**src/rtl/blackbox_monitor_if.sv**
```systemverilog
// blackbox_monitor_if: channel inputs, status outputs and irq valid/ack handshake of blackbox_monitor
interface blackbox_monitor_if #(
  parameter int CHANNELS = 4,
  parameter int CNT_W = 4,
  parameter int IDX_W = (CHANNELS > 1) ? $clog2(CHANNELS) : 1
);
  logic enable;
  logic [CHANNELS-1:0] e;
  logic [CHANNELS-1:0] u;
  logic [CHANNELS-1:0] a;
  logic [CHANNELS-1:0] clear;
  logic [CHANNELS-1:0] x;
  logic [CHANNELS*CNT_W-1:0] viol_count;
  logic [CHANNELS-1:0] alarm;
  logic irq_valid;
  logic [IDX_W-1:0] irq_chan;
  logic irq_ack;
  modport master (
    output enable, e, u, a, clear, irq_ack,
    input x, viol_count, alarm, irq_valid, irq_chan
  );
  modport slave (
    input enable, e, u, a, clear, irq_ack,
    output x, viol_count, alarm, irq_valid, irq_chan
  );
endinterface

```
**src/rtl/blackbox_monitor.sv**
```systemverilog
// blackbox_monitor: per-channel violation run counters with sticky alarms reported lowest-first (ports: clk, reset, bus.slave)
module blackbox_monitor #(
  parameter int CHANNELS = 4,
  parameter int CNT_W = 4,
  parameter int THRESHOLD = 3,
  parameter int IDX_W = (CHANNELS > 1) ? $clog2(CHANNELS) : 1
) (
  input logic clk,
  input logic reset,
  blackbox_monitor_if.slave bus
);
  if (THRESHOLD < 1 || THRESHOLD > (2**CNT_W) - 1) begin : g_bad_threshold
    $error("THRESHOLD out of range for CNT_W");
  end
  logic [CHANNELS-1:0] x_q, x_d, alarm_q, alarm_d, pend_q, pend_d, viol;
  logic [CHANNELS*CNT_W-1:0] cnt_q, cnt_d;
  logic [IDX_W-1:0] irq_chan;
  logic [CNT_W-1:0] nxt;
  assign viol = bus.u & bus.e & ~bus.a;
  always_comb begin
    irq_chan = '0;
    for (int i = CHANNELS - 1; i >= 0; i--) irq_chan = pend_q[i] ? IDX_W'(i) : irq_chan;
  end
  always_comb begin
    x_d = x_q;
    cnt_d = cnt_q;
    alarm_d = alarm_q;
    pend_d = pend_q;
    nxt = '0;
    if ((|pend_q) && bus.irq_ack) pend_d[irq_chan] = 1'b0;
    for (int i = 0; i < CHANNELS; i++) begin
      x_d[i] = bus.enable ? ~viol[i] : x_q[i];
      nxt = !viol[i] ? '0 : (&cnt_q[i*CNT_W +: CNT_W]) ? cnt_q[i*CNT_W +: CNT_W] : cnt_q[i*CNT_W +: CNT_W] + 1'b1;
      if (bus.clear[i]) begin
        cnt_d[i*CNT_W +: CNT_W] = '0;
        alarm_d[i] = 1'b0;
        pend_d[i] = 1'b0;
      end else if (bus.enable) begin
        cnt_d[i*CNT_W +: CNT_W] = nxt;
        // only the 0->1 alarm transition queues a report
        if (viol[i] && nxt == CNT_W'(THRESHOLD) && !alarm_q[i]) begin
          alarm_d[i] = 1'b1;
          pend_d[i] = 1'b1;
        end
      end
    end
  end
  always_ff @(posedge clk or posedge reset) begin
    if (reset) begin
      x_q <= '1;
      cnt_q <= '0;
      alarm_q <= '0;
      pend_q <= '0;
    end else begin
      x_q <= x_d;
      cnt_q <= cnt_d;
      alarm_q <= alarm_d;
      pend_q <= pend_d;
    end
  end
  assign bus.x = x_q;
  assign bus.viol_count = cnt_q;
  assign bus.alarm = alarm_q;
  assign bus.irq_valid = |pend_q;
  assign bus.irq_chan = irq_chan;
endmodule
```
**src/flat_wrapper.sv**
```systemverilog
// flat-port wrapper written by rule: the top's interface ports become plain ports
module blackbox_monitor_flat 
#(
  parameter int CHANNELS = 4,
  parameter int CNT_W = 4,
  parameter int THRESHOLD = 3,
  parameter int IDX_W = (CHANNELS > 1) ? $clog2(CHANNELS) : 1
)
  (clk, reset, bus_enable, bus_e, bus_u, bus_a, bus_clear, bus_irq_ack, bus_x, bus_viol_count, bus_alarm, bus_irq_valid, bus_irq_chan);
  blackbox_monitor_if #(.CHANNELS(CHANNELS), .CNT_W(CNT_W), .IDX_W(IDX_W)) bus_i ();
  input logic clk;
  input logic reset;
  input wire logic [$bits(bus_i.enable)-1:0] bus_enable;
  input wire logic [$bits(bus_i.e)-1:0] bus_e;
  input wire logic [$bits(bus_i.u)-1:0] bus_u;
  input wire logic [$bits(bus_i.a)-1:0] bus_a;
  input wire logic [$bits(bus_i.clear)-1:0] bus_clear;
  input wire logic [$bits(bus_i.irq_ack)-1:0] bus_irq_ack;
  output wire logic [$bits(bus_i.x)-1:0] bus_x;
  output wire logic [$bits(bus_i.viol_count)-1:0] bus_viol_count;
  output wire logic [$bits(bus_i.alarm)-1:0] bus_alarm;
  output wire logic [$bits(bus_i.irq_valid)-1:0] bus_irq_valid;
  output wire logic [$bits(bus_i.irq_chan)-1:0] bus_irq_chan;
  assign bus_i.enable = bus_enable;
  assign bus_i.e = bus_e;
  assign bus_i.u = bus_u;
  assign bus_i.a = bus_a;
  assign bus_i.clear = bus_clear;
  assign bus_i.irq_ack = bus_irq_ack;
  assign bus_x = bus_i.x;
  assign bus_viol_count = bus_i.viol_count;
  assign bus_alarm = bus_i.alarm;
  assign bus_irq_valid = bus_i.irq_valid;
  assign bus_irq_chan = bus_i.irq_chan;
  blackbox_monitor #(.CHANNELS(CHANNELS), .CNT_W(CNT_W), .THRESHOLD(THRESHOLD), .IDX_W(IDX_W)) u_core (.clk(clk), .reset(reset), .bus(bus_i));
endmodule
```
**config.mk**
```make
export PLATFORM = sky130hd
export DESIGN_NAME = blackbox_monitor_flat
export DESIGN_NICKNAME = d
export VERILOG_FILES = /design/src/rtl/blackbox_monitor_if.sv /design/src/rtl/blackbox_monitor.sv /design/src/flat_wrapper.sv
export SDC_FILE = /design/constraint.sdc
export NUM_CORES = 1
export LEC_CHECK = 0
export ABC_AREA = 1
export CORE_MARGIN = 1
export CORE_UTILIZATION = 30
export DETAILED_ROUTE_END_ITERATION = 12
export PLACE_DENSITY = 0.66
export SYNTH_ARGS = -nofsm -noshare
export SYNTH_HDL_FRONTEND = slang
export SYNTH_SLANG_ARGS = --single-unit
```
**constraint.sdc**
```tcl
create_clock -name clk -period 1.3 [get_ports clk]
set_input_delay 0.325 -clock clk [delete_from_list [all_inputs] [get_ports clk]]
set_output_delay 0.325 -clock clk [all_outputs]
set_load 0.02 [all_outputs]
```
==> results.py, run 1 <==
metrics = {
    "placement": {
        "place_hpwl_mm": 3.38,
        "gp_congestion": 0.840,
        "io_buffers": 46,
        "placed_cells": 371,
        "dp_slack_ns": -0.396,
    },
    "power_and_ir_drop": {
        "p_leak_nw": 1.26,
        "p_sw_share_pct": 23.2,
        "p_int_w": 0.00144,
        "power_frac_seq_pct": 48.1,
        "power.density_nw_per_um2": 658,
        "p_total_w": 0.00188,
        "switchingPower_w": 0.000436,
        "clkPwrFrac_pct": 37.4,
        "vdd_drop_max_mv": 0.505,
        "combPwrFrac_pct": 14.4,
    },
    "run": {
        "cap_viol_max_count": 0,
    },
    "synth": {
        "synth_fp_nets": 241,
        "syn-mean-instance-area_um2": 7.50,
        "synth_area_um2": 1630,
        "syn_inst": 217,
        "ys_types": 30,
        "ys_warn_count": 0,
        "seq_area_frac_synth_pct": 43.4,
        "ys_ff_latch": 28,
    },
    "grt": {
        "grt_overflow": 0,
        "grt_pass1_vias": 1761,
        "antenna_found_initial": 0,
        "grt_pass1_wl_mm": 7.70,
        "grt_usage_pct": 17.5,
        "grt_max_degree": 29,
    },
    "timing": {
        "finalSetupTns_ns": -0.663,
        "finalClockSkew_ns": 0.00809,
        "period_minus_slack_ns": 1.48,
        "finalCritPeriodShare_pct": 114,
        "fin_ws_ns": -0.184,
        "hold_viol_final": 0,
        "rsz0062_at_grt": "yes",
        "timing.fmax_mhz": 674,
        "maxSlewViolCount": 0,
        "relSlewSlack_pct": 85.4,
        "tightest_slew_ns": 0.217,
        "finalSetupViolations": 8,
    },
    "floorplan": {
        "die_x_um": 75.7,
        "rows": 26,
        "initial_utilization_pct": 31.5,
        "fp.dieArea_um2": 5720,
        "core_area_um2": 5170,
        "die_h_um": 75.7,
        "io_pins": 47,
    },
    "finish": {
        "final_cells": 386,
        "syn2layout_area_growth_pct": 75.3,
        "antenna_cells": 0,
        "layout.nets": 341,
        "layout_common_cells": "48 x buf_4, 46 x nand2_1, 30 x inv_1",
        "utilization_pct": 55.2,
        "post_route_cells_drive_above_1_share_pct": 50.0,
        "layout_commonest_cell": "buf_4",
    },
    "clock_network": {
        "cts_buffers": 3,
        "insertion_delay_ns": 0.28,
        "cts_htree_levels": 1,
        "cts_num_sinks": 28,
        "cts_root_buf": "clkbuf_8",
        "cts_tree": "yes",
        "cts_buffer_depth": 2,
        "clk_pin_slew_worst_paths_ns": 0.11,
        "cts_hold_buf": 0,
    },
    "critical_path": {
        "crit_start": "u_core.pend_q[3]$_DFF_PP0_",
        "worstSetupPathType": "reg -> out",
        "critPathRequiredTime_ns": 0.98,
        "endpoint": "bus_irq_chan[1]",
        "r2r_slack_ns": -0.04,
        "reg2reg_depth": 8,
        "crit_path_end_kind": "primary output",
        "crit_fanout": 2,
        "rr_endpoint": "u_core.bus.alarm[2]$_DFFE_PP0P_",
        "r2r_start": "u_core.bus.viol_count[9]$_DFFE_PP0P_",
        "arrival_ns": 1.16,
        "start_kind": "flop",
    },
    "status": {
        "outcome": "finished, violations left",
        "failed_checks": "setup timing",
    },
    "routing": {
        "wl_met1_mm": 2.14,
        "top_layer_used": "met4",
        "drtIter0Drc": 62,
        "viasPerCell": 4.64,
        "num_vias": 1790,
        "wl_per_cell_um": 12.3,
        "wl_mm": 4.75,
        "wl_met3_um": 168,
        "dr_wl_met2_mm": 2.42,
        "ant_nets": 0,
        "first_pass_iters": 4,
        "drc": 0,
    },
    "min_path": {
        "hold_path_class": "in -> async",
    },
}
worst min-delay path by stage:
| stage | from | slack (ns) | to |
|---|---|---|---|
| after floorplan | bus_clear[3] | 0.38 | u_core.pend_q[3]$_DFF_PP0_ |
| after CTS | reset | 0.38 | u_core.bus.viol_count[7]$_DFFE_PP0P_ |
| after global routing | reset | 0.40 | u_core.bus.viol_count[7]$_DFFE_PP0P_ |
| final | reset | 0.37 | u_core.bus.viol_count[7]$_DFFE_PP0P_ |
| after global placement | u_core.bus.x[0]$_DFFE_PP1P_ | 0.48 | u_core.bus.x[0]$_DFFE_PP1P_ |
| after detailed placement | u_core.bus.x[3]$_DFFE_PP1P_ | 0.49 | u_core.bus.x[3]$_DFFE_PP1P_ |
synthesized netlist by cell type (all sizes together):
| master | n | area (um2) |
|---|---|---|
| a211oi | 1 | 7.51 |
| a21oi | 11 | 58.8 |
| a41o | 1 | 10.0 |
| buf | 2 | 16.3 |
| dfrtp | 24 | 601 |
| dfstp | 4 | 105 |
| ha | 4 | 50.1 |
| inv | 40 | 153 |
| nand2 | 55 | 209 |
| nand3 | 19 | 105 |
| nand4 | 3 | 18.8 |
| nor2 | 24 | 103 |
| nor3 | 2 | 21.3 |
| o211ai | 1 | 7.51 |
| o21a | 1 | 7.51 |
| o21ai | 10 | 50.0 |
| o22ai | 9 | 56.3 |
| o31ai | 1 | 7.51 |
| o32ai | 3 | 26.3 |
| or2 | 1 | 6.26 |
| xor2 | 1 | 8.76 |
flip-flops by register name, summed over array words and instances, names as in the netlist:
signal and cells:
u_core.bus.x 4, u_core.pend_q 4, u_core.bus.viol_count 16, u_core.bus.alarm 4
final cells by class:
class	instances	area, um2
repair buffers	97	796
inverters	40	155
flip-flops and latches	28	717
well taps	70	87.6
multi-input cells	147	1030
fillers	477	2320
clock inverters	1	30.0
clock buffers	3	41.3
per-layer routing:
metal,GRT usage (%),up-vias
met5,0,-
met2,31.3,38
met1,22.7,845
met3,2.51,2
li1,-,905
met4,3.29,0
kinds of logic (layout without fill, tap and decap cells):
| family | count (synthesis) | after routing | share of synthesized area, % |
|---|---|---|---|
| and+or+nand+nor | 104 | 104 | 28.4 |
| buffers and inverters | 42 | 141 | 10.4 |
| AOI/OAI and AO/OA | 38 | 38 | 14.2 |
| DFF | 28 | 28 | 43.4 |
| adders and majority gates | 4 | 4 | 3.07 |
| xor gates and xnor gates | 1 | 1 | 0.538 |
repair_timing:
action / 4_1_cts / 5_1_grt
hold endpoints to repair: 0 / 0
setup endpoints to repair: 42 / 33
gates resized for setup: 127 / 46
buffers inserted: 6 / 5
pin swaps: 16 / 19
power by group through the flow:
stage                     Combinational, W  Sequential (W)  Clock, W
after floorplan                  0.0000809        0.000932         0
after global placement            0.000252        0.000916         0
after detailed placement          0.000253        0.000917         0
after CTS                         0.000258        0.000902  0.000716
after global routing              0.000298        0.000905  0.000753
final                             0.000271        0.000903  0.000702
worst max-delay path, cell delays in order, from the launching register on:
cell and delay, ns:
dfrtp_1 0.38, inv_2 0.05, a211oi_2 0.26, buf_4 0.19
stage by stage:
step | hold slack, ns | area [um2]
6_report | 0.371 | 2850
2_1_floorplan | 0.381 | 1710
5_1_grt | 0.401 | 2850
3_3_place_gp | 0.476 | 2550
4_1_cts | 0.378 | 2710
3_5_place_dp | 0.485 | 2550
(Power assumes the default switching activity.)
==> inputs of run 2 (changes only) <==
Settings changed: CTS_CLUSTER_DIAMETER set to 30.
==> results of run 2 <==
The final DEF is identical to that of run 1; final timing and power are the same.
==> inputs of run 3 (changes only) <==
Settings changed: ABC_AREA 1 to not set, PLACE_DENSITY 0.66 to 0.67, RECOVER_POWER set to 25.
==> run 3 against run 2 <==
The run still ends with setup timing left. Global-route usage fell by 1.6 points. Clock power fell by 32%. Synthesized cell count fell by 24%. Power fell by 12%. Synthesized area fell by 7.9%. Sequential share of layout area rose by 1.8 points. Final area fell by 6.7%. Critical endpoint is now bus_irq_chan[0]. Largest power group unchanged.
==> results.py, run 3 <==
metrics = {
    "timing": {
        "hold_viol_final": 0,
        "finalSetupViolations": 8,
        "timing.fmax_mhz": 706,
        "maxSlewViolCount": 0,
        "period_minus_slack_ns": 1.42,
        "rsz0062_at_grt": "yes",
        "tightest_slew_ns": 0.716,
        "finalCritPeriodShare_pct": 109,
        "holdWs_ns": 0.460,
        "relSlewSlack_pct": 52.3,
        "fin_ws_ns": -0.117,
        "finalClockSkew_ns": 0.00721,
    },
    "grt": {
        "grt_max_degree": 29,
        "grt_pass1_vias": 1526,
        "grt_usage_pct": 15.9,
        "grt_pass1_wl_mm": 6.60,
        "grt_overflow": 0,
        "antenna_found_initial": 0,
    },
    "routing": {
        "num_vias": 1603,
        "ant_nets": 0,
        "wl_per_cell_um": 12.7,
        "wl_mm": 4.23,
        "drtIter0Drc": 48,
        "viasPerCell": 4.83,
        "first_pass_iters": 4,
        "drc": 0,
    },
    "status": {
        "failed_checks": "setup timing",
        "outcome": "finished, violations left",
    },
    "power_and_ir_drop": {
        "vdd_drop_max_mv": 0.394,
        "power.density_nw_per_um2": 618,
        "p_leak_nw": 1.15,
    },
    "synth": {
        "ys_warn_count": 0,
        "yosys.area.top_type": "dfrtp_1",
        "ys_types": 35,
        "synth_most_common_cell": "dfrtp_1",
        "synth_area_um2": 1500,
        "seq_area_frac_synth_pct": 47.1,
        "yosys-top-cells-count": "24 x dfrtp_1, 18 x nand2_1, 17 x a21oi_1",
        "ys_ff_latch": 28,
        "yosys_most_used_dff": "dfrtp_1",
        "async_flop_share_pct": 100,
        "syn_inst": 164,
        "yosys-top-cells-area": "dfrtp_1 40%, dfstp_2 7.0%, a21oi_1 5.7%",
        "synth_fp_nets": 188,
        "synth_edf_count": 0,
        "syn-mean-instance-area_um2": 9.14,
        "synth_top_area_share_pct": 40.1,
    },
    "clock_network": {
        "cts_num_sinks": 28,
        "cts_hold_buf": 0,
        "clk_pin_slew_worst_paths_ns": 0.10,
        "cts_tree": "yes",
        "cts_root_buf": "clkbuf_8",
        "cts_htree_levels": 1,
        "insertion_delay_ns": 0.27,
        "cts_buffers": 3,
        "cts_buffer_depth": 2,
    },
    "floorplan": {
        "rows": 25,
        "fp.dieArea_um2": 5280,
        "core_area_um2": 4750,
        "initial_utilization_pct": 31.5,
        "die_x_um": 72.7,
        "io_pins": 47,
        "die_h_um": 72.7,
    },
    "placement": {
        "io_buffers": 46,
        "gp_congestion": 0.834,
        "dpl_cell_area_um2": 2460,
        "place_hpwl_mm": 2.88,
    },
    "finish": {
        "post_route_cells_drive_above_1_share_pct": 50.2,
        "utilization_pct": 56.0,
        "largest_reg_flops": 16,
        "layout.nets": 291,
        "layout_commonest_cell": "buf_4",
        "nFillCells": 469,
        "antenna_cells": 0,
        "final_area_um2": 2660,
        "syn2layout_area_growth_pct": 77.6,
        "layout_common_cells": "53 x buf_4, 18 x nand2_1, 14 x dfrtp_1",
    },
    "run": {
        "cap_viol_max_count": 0,
    },
    "critical_path": {
        "critPathRequiredTime_ns": 0.98,
        "worstSetupPathType": "reg -> out",
        "crit_fanout": 3,
        "arrival_ns": 1.09,
        "crit_path_end_kind": "primary output",
        "start_kind": "flop",
    },
    "min_path": {
        "hold_path_class": "in -> reg",
    },
}
run 3: changes by cell type in the layout (fill, tap and decap cells not counted), sizes merged, moves of 6 or more:
cell,change
nand2,-37
buf,+9
a21oi,+6
inv,-34
o22ai,-9
nor2,-12
a211oi,+6
nand3,-11
run 3: cell families (layout without fill, tap and decap cells):
logic type	after synthesis	after routing	share of synthesized area, %
AND/OR/NAND/NOR	69	69	24.6
AO/OA/AOI/OAI	49	49	19.6
flip-flops	28	28	47.1
buffers and inverters	10	111	2.84
adder cells (fa/ha/maj)	4	4	3.34
XOR/XNOR	3	3	1.75
multiplexers	1	1	0.751
run 3: layer usage:
metal  track usage (%)  wire [um]
met3              3.04        162
met5                 0          0
met4              5.88         17
met2              25.8       2030
met1              21.1       2020
run 3: critical path, cell delays in order, from the launching register on:
cell,delay (ns)
dfrtp_1,0.42
inv_1,0.07
a21oi_2,0.13
nor2_1,0.04
buf_4,0.15
run 3: worst paths after layout:
check,slack (ns),from,end,cells past startpoint
worst max-delay path,-0.12,u_core.pend_q[2]$_DFF_PP0_,bus_irq_chan[0],4
worst max register to register,-0.10,u_core.bus.viol_count[0]$_DFFE_PP0P_,u_core.bus.alarm[0]$_DFFE_PP0P_,5
max in group asynchronous,0.11,reset,u_core.bus.viol_count[12]$_DFFE_PP0P_,3
worst min-delay path,0.46,bus_a[1],u_core.bus.viol_count[5]$_DFFE_PP0P_,5
min in group asynchronous,0.69,reset,u_core.bus.viol_count[9]$_DFFE_PP0P_,3
worst min register to register,0.49,u_core.bus.alarm[3]$_DFFE_PP0P_,u_core.pend_q[3]$_DFF_PP0_,1
run 3: stage by stage:
stage / power (W) / setup TNS, ns / std cells / setup WS [ns]
3_5_place_dp: 0.00117 / -7.90 / 320 / -0.387
3_3_place_gp: 0.00116 / -7.27 / 320 / -0.345
6_report: 0.00165 / -0.563 / 332 / -0.117
5_1_grt: 0.00173 / -1.67 / 332 / -0.186
2_1_floorplan: 0.00100 / -0.218 / 164 / -0.0996
4_1_cts: 0.00165 / -0.490 / 329 / -0.110
run 3: area by class of cell:
class	count	area [um2]	area share (%)
multi-input combinational	126	995	37.4
timing repair buffer	102	802	30.1
sequential	28	718	27.0
tap	67	83.8	3.15
clock buffer	3	41.3	1.55
inverter	6	22.5	0.846
run 3: repair_timing:
action	4_1_cts	5_1_grt
setup endpoints to repair	34	36
hold endpoints to repair	0	0
buffers inserted	6	2
pin swaps	10	26
cloned	0	1
resized for setup	120	47
run 3: power by group:
group	leakage (nW)	internal, W	switching [W]
Clock	0.0216	0.000208	0.000272
Combinational	0.770	0.000140	0.000130
Sequential	0.360	0.000887	0.00000882
